<file path="src/rtl/sprite_palette_bank_if.sv">
// Pixel-read, palette-write and clear-control bundle for sprite_palette_bank.
// The fade_lvl signal exists only when PALETTE_FADE_EN is defined.
interface sprite_palette_bank_if #(
    parameter int INDEX_W = 4,
    parameter int NUM_PAL = 4,
    parameter int CH_W    = 4
);
    localparam int PAL_W = $clog2(NUM_PAL);

    logic               pix_valid;
    logic [PAL_W-1:0]   pal_sel;
    logic [INDEX_W-1:0] index;
    logic [CH_W-1:0]    red;
    logic [CH_W-1:0]    green;
    logic [CH_W-1:0]    blue;
    logic               transparent;
    logic               out_valid;
    logic               wr_valid;
    logic               wr_ready;
    logic [PAL_W-1:0]   wr_pal;
    logic [INDEX_W-1:0] wr_idx;
    logic [3*CH_W-1:0]  wr_data;
    logic               clear_req;
    logic               clear_busy;
`ifdef PALETTE_FADE_EN
    logic [CH_W-1:0]    fade_lvl;
`endif

    modport master (
`ifdef PALETTE_FADE_EN
        output fade_lvl,
`endif
        output pix_valid, pal_sel, index, wr_valid, wr_pal, wr_idx, wr_data, clear_req,
        input  red, green, blue, transparent, out_valid, wr_ready, clear_busy
    );

    modport slave (
`ifdef PALETTE_FADE_EN
        input  fade_lvl,
`endif
        input  pix_valid, pal_sel, index, wr_valid, wr_pal, wr_idx, wr_data, clear_req,
        output red, green, blue, transparent, out_valid, wr_ready, clear_busy
    );
endinterface

</file>
<file path="src/rtl/sprite_palette_bank.sv">
// Multi-palette sprite colour lookup: 2-stage read pipeline, write port, clear sweep.
// Optional PALETTE_FADE_EN adds a saturating per-channel fade in stage 2.
module sprite_palette_bank #(
    parameter int INDEX_W    = 4,
    parameter int NUM_PAL    = 4,
    parameter int CH_W       = 4,
    parameter int TRANSP_IDX = 1
) (
    input logic clk,
    input logic rst_n,
    sprite_palette_bank_if.slave bus
);
    localparam int PAL_W  = $clog2(NUM_PAL);
    localparam int ADDR_W = PAL_W + INDEX_W;
    localparam int DEPTH  = NUM_PAL * (2 ** INDEX_W);
    localparam int WORD_W = 3 * CH_W;

    typedef enum logic {IDLE, CLEAR} state_t;

    state_t             state_reg, state_next;
    logic [ADDR_W-1:0]  clr_addr_reg, clr_addr_next;
    logic               wr_ready_c;
    logic               clear_busy_c;
    logic               wr_fire;
    logic [ADDR_W-1:0]  wr_addr;

    logic [WORD_W-1:0]  mem_reg [DEPTH];

    logic               valid_s1_reg;
    logic [ADDR_W-1:0]  addr_s1_reg;
    logic               transp_s1_reg;
`ifdef PALETTE_FADE_EN
    logic [CH_W-1:0]    fade_s1_reg;
`endif

    logic [CH_W-1:0]    red_reg, green_reg, blue_reg;
    logic               transparent_reg;
    logic               out_valid_reg;
    logic [WORD_W-1:0]  rd_word;
    logic [CH_W-1:0]    red_next, green_next, blue_next;

    // ---------------- clear FSM ----------------
    always_ff @(posedge clk or negedge rst_n) begin
        if (!rst_n) begin
            state_reg    <= IDLE;
            clr_addr_reg <= '0;
        end else begin
            state_reg    <= state_next;
            clr_addr_reg <= clr_addr_next;
        end
    end

    always_comb begin
        state_next    = state_reg;
        clr_addr_next = clr_addr_reg;
        wr_ready_c    = 1'b0;
        clear_busy_c  = 1'b0;
        case (state_reg)
            IDLE: begin
                // A clear request in the same cycle pre-empts any write.
                wr_ready_c = ~bus.clear_req;
                if (bus.clear_req) begin
                    state_next    = CLEAR;
                    clr_addr_next = '0;
                end
            end
            CLEAR: begin
                clear_busy_c  = 1'b1;
                clr_addr_next = clr_addr_reg + 1'b1;
                if (clr_addr_reg == ADDR_W'(DEPTH - 1)) begin
                    state_next = IDLE;
                end
            end
            default: state_next = IDLE;
        endcase
    end

    assign wr_fire        = bus.wr_valid & wr_ready_c;
    assign wr_addr        = {bus.wr_pal, bus.wr_idx};
    assign bus.wr_ready   = wr_ready_c;
    assign bus.clear_busy = clear_busy_c;

    // ---------------- palette storage ----------------
    // Per-entry registers so the whole store clears on reset.
    generate
        for (genvar gi = 0; gi < DEPTH; gi++) begin : g_entry
            always_ff @(posedge clk or negedge rst_n) begin
                if (!rst_n) begin
                    mem_reg[gi] <= '0;
                end else if (clear_busy_c && (clr_addr_reg == ADDR_W'(gi))) begin
                    mem_reg[gi] <= '0;
                end else if (wr_fire && (wr_addr == ADDR_W'(gi))) begin
                    mem_reg[gi] <= bus.wr_data;
                end
            end
        end
    endgenerate

    // ---------------- stage 1 ----------------
    always_ff @(posedge clk or negedge rst_n) begin
        if (!rst_n) begin
            valid_s1_reg  <= 1'b0;
            addr_s1_reg   <= '0;
            transp_s1_reg <= 1'b0;
`ifdef PALETTE_FADE_EN
            fade_s1_reg   <= '0;
`endif
        end else begin
            valid_s1_reg <= bus.pix_valid;
            if (bus.pix_valid) begin
                addr_s1_reg   <= {bus.pal_sel, bus.index};
                transp_s1_reg <= (bus.index == INDEX_W'(TRANSP_IDX));
`ifdef PALETTE_FADE_EN
                fade_s1_reg   <= bus.fade_lvl;
`endif
            end
        end
    end

    // ---------------- stage 2 ----------------
    // Memory is read before this edge's write lands, so a colliding write is seen next cycle.
    assign rd_word = mem_reg[addr_s1_reg];

`ifdef PALETTE_FADE_EN
    function automatic logic [CH_W-1:0] sat_sub(input logic [CH_W-1:0] c, input logic [CH_W-1:0] f);
        return (c > f) ? (c - f) : '0;
    endfunction

    assign red_next   = sat_sub(rd_word[3*CH_W-1:2*CH_W], fade_s1_reg);
    assign green_next = sat_sub(rd_word[2*CH_W-1:CH_W],   fade_s1_reg);
    assign blue_next  = sat_sub(rd_word[CH_W-1:0],        fade_s1_reg);
`else
    assign red_next   = rd_word[3*CH_W-1:2*CH_W];
    assign green_next = rd_word[2*CH_W-1:CH_W];
    assign blue_next  = rd_word[CH_W-1:0];
`endif

    always_ff @(posedge clk or negedge rst_n) begin
        if (!rst_n) begin
            red_reg         <= '0;
            green_reg       <= '0;
            blue_reg        <= '0;
            transparent_reg <= 1'b0;
            out_valid_reg   <= 1'b0;
        end else begin
            out_valid_reg <= valid_s1_reg;
            if (valid_s1_reg) begin
                transparent_reg <= transp_s1_reg;
                red_reg         <= transp_s1_reg ? '0 : red_next;
                green_reg       <= transp_s1_reg ? '0 : green_next;
                blue_reg        <= transp_s1_reg ? '0 : blue_next;
            end
        end
    end

    assign bus.red         = red_reg;
    assign bus.green       = green_reg;
    assign bus.blue        = blue_reg;
    assign bus.transparent = transparent_reg;
    assign bus.out_valid   = out_valid_reg;
endmodule

</file>
<file path="src/flat_wrapper.sv">
// flat-port wrapper written by rule: the top's interface ports become plain ports
module sprite_palette_bank_flat 
#(
    parameter int INDEX_W    = 4,
    parameter int NUM_PAL    = 4,
    parameter int CH_W       = 4,
    parameter int TRANSP_IDX = 1
)
  (clk, rst_n, bus_pix_valid, bus_pal_sel, bus_index, bus_wr_valid, bus_wr_pal, bus_wr_idx, bus_wr_data, bus_clear_req, bus_red, bus_green, bus_blue, bus_transparent, bus_out_valid, bus_wr_ready, bus_clear_busy);
  sprite_palette_bank_if #(.INDEX_W(INDEX_W), .NUM_PAL(NUM_PAL), .CH_W(CH_W)) bus_i ();
  input logic clk;
  input logic rst_n;
  input wire logic [$bits(bus_i.pix_valid)-1:0] bus_pix_valid;
  input wire logic [$bits(bus_i.pal_sel)-1:0] bus_pal_sel;
  input wire logic [$bits(bus_i.index)-1:0] bus_index;
  input wire logic [$bits(bus_i.wr_valid)-1:0] bus_wr_valid;
  input wire logic [$bits(bus_i.wr_pal)-1:0] bus_wr_pal;
  input wire logic [$bits(bus_i.wr_idx)-1:0] bus_wr_idx;
  input wire logic [$bits(bus_i.wr_data)-1:0] bus_wr_data;
  input wire logic [$bits(bus_i.clear_req)-1:0] bus_clear_req;
  output wire logic [$bits(bus_i.red)-1:0] bus_red;
  output wire logic [$bits(bus_i.green)-1:0] bus_green;
  output wire logic [$bits(bus_i.blue)-1:0] bus_blue;
  output wire logic [$bits(bus_i.transparent)-1:0] bus_transparent;
  output wire logic [$bits(bus_i.out_valid)-1:0] bus_out_valid;
  output wire logic [$bits(bus_i.wr_ready)-1:0] bus_wr_ready;
  output wire logic [$bits(bus_i.clear_busy)-1:0] bus_clear_busy;
  assign bus_i.pix_valid = bus_pix_valid;
  assign bus_i.pal_sel = bus_pal_sel;
  assign bus_i.index = bus_index;
  assign bus_i.wr_valid = bus_wr_valid;
  assign bus_i.wr_pal = bus_wr_pal;
  assign bus_i.wr_idx = bus_wr_idx;
  assign bus_i.wr_data = bus_wr_data;
  assign bus_i.clear_req = bus_clear_req;
  assign bus_red = bus_i.red;
  assign bus_green = bus_i.green;
  assign bus_blue = bus_i.blue;
  assign bus_transparent = bus_i.transparent;
  assign bus_out_valid = bus_i.out_valid;
  assign bus_wr_ready = bus_i.wr_ready;
  assign bus_clear_busy = bus_i.clear_busy;
  sprite_palette_bank #(.INDEX_W(INDEX_W), .NUM_PAL(NUM_PAL), .CH_W(CH_W), .TRANSP_IDX(TRANSP_IDX)) u_core (.clk(clk), .rst_n(rst_n), .bus(bus_i));
endmodule
</file>
<file path="config.mk">
export PLATFORM = sky130hd
export DESIGN_NAME = sprite_palette_bank_flat
export DESIGN_NICKNAME = d
export VERILOG_FILES = /design/src/rtl/sprite_palette_bank_if.sv /design/src/rtl/sprite_palette_bank.sv /design/src/flat_wrapper.sv
export SDC_FILE = /design/constraint.sdc
export NUM_CORES = 2
export LEC_CHECK = 0
export ABC_AREA = 1
export BUFFER_PORTS_ARGS = -buffer_cell sky130_fd_sc_hd__buf_2
export CAP_MARGIN = 20
export CORE_UTILIZATION = 40
export DETAILED_ROUTE_END_ITERATION = 6
export PLACE_DENSITY = 0.58
export SETUP_SLACK_MARGIN = 0.3
export SYNTH_ARGS = -nofsm -noshare
export SYNTH_HDL_FRONTEND = slang
export SYNTH_SLANG_ARGS = --single-unit
</file>
<file path="constraint.sdc">
create_clock -name clk -period 2.4 [get_ports clk]
set_input_delay 0.48 -clock clk [delete_from_list [all_inputs] [get_ports clk]]
set_output_delay 0.48 -clock clk [all_outputs]
set_load 0.01 [all_outputs]
</file>
# Word-level counts from Yosys, hierarchy flattened
# Cells that the tools add are included.
# W data, S select, Z words.
totals:
  register_bits: 797
  input_bits: 29
  word_cells: 543
op_classes:
  addsub: 1
  magnitude_cmp: 1
  n_eq_ne: 128
  muxes: 141
  bitwise: 4
  reduce_logical: 194
op_table:
  columns: ["op", "n"]
  rows:
  - ["$mux W12", 130]
  - ["$eq A6 B6 Y1 const B", 64]
  - ["$eq A6 B5 Y1 const B", 32]
  - ["$logic_and A1 B1 Y1", 128]
  - ["$reduce_bool A2 Y1", 64]
  - ["$eq A6 B4 Y1 const B", 16]
  - ["$bmux W12 S6", 1]
  - ["$eq A6 B3 Y1 const B", 8]
  - ["$eq A6 B2 Y1 const B", 4]
  - ["$eq A6 B1 Y1 const B", 2]
  - ["$logic_not A6 Y1", 2]
  - ["$mux W4", 3]
  - ["$pmux W6 S2", 1]
  - ["$ge A7 B7 Y1 const B", 1]
  - ["$not A6 Y7", 1]
  - ["$add A6 B1 Y6 const B", 1]
  - ["$mux W6", 1]
  - ["$eq A4 B1 Y1 const B", 1]
  - ["$mux W1", 4]
  - ["$ne A2 B2 Y1 const B", 1]
  - ["$not A1 Y1", 2]
  - ["$pmux W1 S2", 1]
  - ["$and A1 B1 Y1", 1]

# Longest topological paths before layout
depth:
  ltp_word: 6
  ltp_mapped: 14
  ltp_nobuf: 11

# Least setup slack after synthesis
# Ideal clock, no wire load.
synth_timing:
  path_type: "flip-flop to flip-flop"
  start: "reg u_core.state_reg"
  end: "reg u_core.mem_reg[712] (netlist bit)"
  setup_ps: 132
  arrival_ps: 1749
  path_slack_ps: 519
  stages_incl_launch_ff: 12
  period_less_slack_ps: 1881
  cell_sequence: "dfrtp_1 -> buf_6 -> nor2_8 -> nand2_4 -> nor3_4 -> inv_2 -> buf_12 -> nor2_8 -> inv_2 -> buf_6 -> nand3_1 -> o21ai_2"
synth_via:
  elab_chain_cells: 4
  elab_cells_between_ends: 7
synth_rtl:
  columns: ["item", "line", "text"]
  rows:
  - ["start, declared", "sprite_palette_bank.sv:20", "state_t state_reg, state_next;"]
  - ["start signal, assigned", "sprite_palette_bank.sv:48", "state_reg <= state_next;"]
  - ["$mux W1", "sprite_palette_bank.sv:58", "case (state_reg)"]
  - ["via bus_wr_ready", "flat_wrapper.sv:26", "output wire logic [$bits(bus_i.wr_ready)-1:0] bus_wr_ready;"]
  - ["$and A1 B1 Y1", "sprite_palette_bank.sv:78", "assign wr_fire = bus.wr_valid & wr_ready_c;"]
  - ["$logic_and A1 B1 Y1", "sprite_palette_bank.sv:92", "end else if (wr_fire && (wr_addr == ADDR_W'(gi))) begin"]
  - ["$reduce_bool A2 Y1 (no line)", null, null]
  - ["end signal, assigned by index", "sprite_palette_bank.sv:93", "mem_reg[gi] <= bus.wr_data;"]
  - ["end, declared", "sprite_palette_bank.sv:27", "logic [WORD_W-1:0] mem_reg [DEPTH];"]
# The timed path passes the listed nets, and every way through them passes these cells.
# A chain may end at the register's enable or synchronous reset.

# Worst setup path after layout
layout_timing:
  start: "reg u_core.addr_s1_reg[0]"
  end: "reg u_core.red_reg[2], in the netlist u_core.bus.red[2]"
layout_via:
  elab_chain_cells: 5
layout_rtl:
  columns: ["item", "line", "text"]
  rows:
  - ["start, declared", "sprite_palette_bank.sv:30", "logic [ADDR_W-1:0] addr_s1_reg;"]
  - ["start signal, assigned", "sprite_palette_bank.sv:111", "addr_s1_reg <= {bus.pal_sel, bus.index};"]
  - ["$not A6 Y7 (implied by the code)", "sprite_palette_bank.sv:122", "assign rd_word = mem_reg[addr_s1_reg];"]
  - ["$bmux W12 S6", "sprite_palette_bank.sv:122", null]
  - ["$mux W12 (implied by the code) (2 in series)", "sprite_palette_bank.sv:122", null]
  - ["$mux W4", "sprite_palette_bank.sv:149", "red_reg <= transp_s1_reg ? '0 : red_next;"]
  - ["end signal, assigned", "sprite_palette_bank.sv:149", null]
  - ["end, declared", "sprite_palette_bank.sv:36", "logic [CH_W-1:0] red_reg, green_reg, blue_reg;"]
# No other way between the ends. The select of a mux whose other input is x is not followed.

==> impl_metrics.ini <==
[floorplanning]
start_util_pct = 40.60
core_um2 = 97280
rows = 114
dieArea_um2 = 100000
die_x_um = 316.2
dieHeight_um = 316.2
ios = 45

[critical_path]
cp-end-kind = register
cp-start-kind = register
cp.required_ns = 2.96
r2r_slack_ns = 0.20
arrival_ns = 2.76
crit_type = reg2reg
worstPathMaxFanout = 17

[yosys]
synth_warnings = 0
async_flop_share_pct = 100.0
synth_edf_count = 0
yosysMostFrequentCell = nand3_1
synth_flop_cell = dfrtp_1
avgSynthCellArea_um2 = 7.857
synth_nets = 5060
synth_area_leaders = dfrtp_1, nand3_1, nand2_1
synth-seq-cells = 797
synth_commonest_cells = nand3_1, nand2_1, dfrtp_1
syn_area_um2 = 39500
synth.distinct_cells = 34
synth_top_area_share_pct = 50.50
yosysTopAreaCell = dfrtp_1
postSynthCellCount = 5027
yosysSeqAreaShare_pct = 50.50

[global_routing]
grt_pass1_vias = 33780
grtUsageMet3_pct = 5.199
gr-usage-met1_pct = 41.69
grt_antenna_before_repair = 4
grt-ovfl-total = 0
grt-busiest-layer = met2
grt_max_degree = 85
gr-usage-all-layers_pct = 28.96
grt_first_pass_wirelength_um = 218800
met2_usage_pct = 43.53

[clock_network]
cts_tree = done
h-tree-depth = 3
cts_root_buf = clkbuf_16
cts_num_sinks = 797
clock_latency_ns = 0.68
cts.clk_slew.worst_paths_ns = 0.06
cts_buffers = 89
cts.path.max_buffers = 3

[placement]
dp.cells = 6180
port-buffer-count = 44
gp_congestion = 0.9015
dp_hpwl_um = 92710

[routing]
vias_per_cell = 5.648
vias = 35970
drc = 0
first_pass_iters = 6
wl_um = 145300
first_iter_violations = 4250
drtAntennaViolNets = 0
wl_per_cell_um = 22.81

[sta]
rsz0062_at_grt = true
whs_ns = 0.05506
finalHoldViolations = 0
period_share_pct = 91.52
fin_skew_ns = 0.02733
setup-violations-final = 0
finalSetupTns_ns = 0
fmax_mhz = 455.3
relSlewSlack_pct = 35.60
drv_slew = 0
finalCriticalPeriod_ns = 2.196
worst_pin_slew_ns = 0.9660

[finish]
fin_nets = 5050
fin_util_pct = 47.13
layoutNonFillerInstCount = 6369
drive_gt1_share_pct = 13.22
largest_reg_flops = 768
area_growth_pct = 16.09
fillers = 9613

[worst_hold_path]
hold_class = in2reg

[outcome]
status = complete, no violations

[pwr]
power_density_nw_per_um2 = 767.7
peakVddDrop_v = 0.0005827
total_leakage_power_nw = 21.27

[job]
cap_violations = 0
-- final cells by class --
cell class / count / area (um2) / area share [%]
Sequential cell: 797 / 19960 / 43.52
Multi-Input combinational cell: 3708 / 17430 / 38.01
Timing Repair Buffer: 293 / 3109 / 6.781
Clock buffer: 131 / 2710 / 5.911
Tap cell: 1276 / 1597 / 3.482
Inverter: 125 / 551.8 / 1.203
Clock inverter: 34 / 474.2 / 1.034
Timing Repair inverter: 3 / 20.02 / 0.04366
Antenna cell: 2 / 5.005 / 0.01092
-- final timing paths --
check / start / end / depth (start not counted)
worst max-delay path: u_core.addr_s1_reg[0]$_DFFE_PN0P_ / u_core.bus.red[2]$_DFFE_PN0P_ / 12
worst min-delay path: bus_index[2] / u_core.addr_s1_reg[2]$_DFFE_PN0P_ / 3
worst max register to register: u_core.addr_s1_reg[0]$_DFFE_PN0P_ / u_core.bus.red[2]$_DFFE_PN0P_ / 12
worst min register to register: u_core.valid_s1_reg$_DFF_PN0_ / u_core.bus.out_valid$_DFF_PN0_ / 0
max in group asynchronous: rst_n / u_core.mem_reg[271]$_DFFE_PN0P_ / 4
min in group asynchronous: rst_n / u_core.mem_reg[482]$_DFFE_PN0P_ / 2
-- per-layer routing --
metal  part of all wire [%]  vias to the layer above
met3                    7.8                      295
li1                       -                    16730
met1                     44                    17530
met2                     44                     1409
met4                    3.7                        6
met5                  0.090                        -
-- cell usage in the layout, fill, tap and decap left out, types with 3 or more instances in the layout --
cell type and count:
clkbuf_8 24, dfrtp_4 3, nand3_2 29, nand2_1 1079, clkbuf_1 14, nor2_2 8, buf_4 172, inv_6 5
nor3_4 4, ha_1 4, nor2_1 639, clkbuf_16 94, buf_16 5, buf_2 43, nand2_2 13, clkinv_2 21
inv_1 59, nand3_1 1082, a21oi_1 11, inv_4 9, bufbuf_16 5, o21ai_1 231, nor2_4 22, dfrtp_1 794
o21ai_2 52, o21ai_0 496, buf_12 59, inv_2 43, clkinvlp_4 10, bufinv_16 11, nor2_8 26, buf_6 5
-- metrics by stage --
| step | instance area, um2 | worst slack (ns) | power [mW] |
|---|---|---|---|
| after floorplan | 39500 | 0.5191 | 17.29 |
| after global placement | 41970 | 0.1458 | 20.08 |
| after detailed placement | 41970 | 0.1383 | 20.10 |
| after CTS | 45470 | 0.2497 | 35.16 |
| after global routing | 45850 | 0.1442 | 36.28 |
| final | 45850 | 0.2036 | 35.20 |
-- cell families (layout without fill, tap and decap cells) --
family | Yosys count | count (layout) | synth area share (%)
simple gates | 2909 | 2909 | 32.88
flops | 797 | 797 | 50.50
compound gates | 795 | 795 | 10.60
buf+inv | 522 | 586 | 5.896
fa+ha+maj | 4 | 4 | 0.1267
other cells | 0 | 2 | 0
-- power by group --
part           switching (mW)  internal, mW  leakage, nW
Combinational            4.24          1.71         8.62
Sequential              0.384          13.9         11.1
Clock                    5.94          9.00         1.57
-- what timing repair did --
item | CTS | global route
cloned | 5 | 4
setup buffers | 2 | 10
resized for setup | 28 | 52
endpoints found under the setup margin | 33 | 160
hold buffers | 1 | 0
endpoints found under the hold margin | 23 | 0
-- worst max-delay path, cell delays in order, from the launching register on --
cell and delay, ns:
dfrtp_4 0.58, buf_4 0.21, bufbuf_16 0.30, nand2_1 0.06
nand3_1 0.13, nand3_1 0.12, nand2_1 0.11, nand2_1 0.09
nand3_2 0.16, nand3_1 0.16, nand2_1 0.06, nand2_1 0.05
nand2_1 0.05
Power figures use the tool's default switching activity.
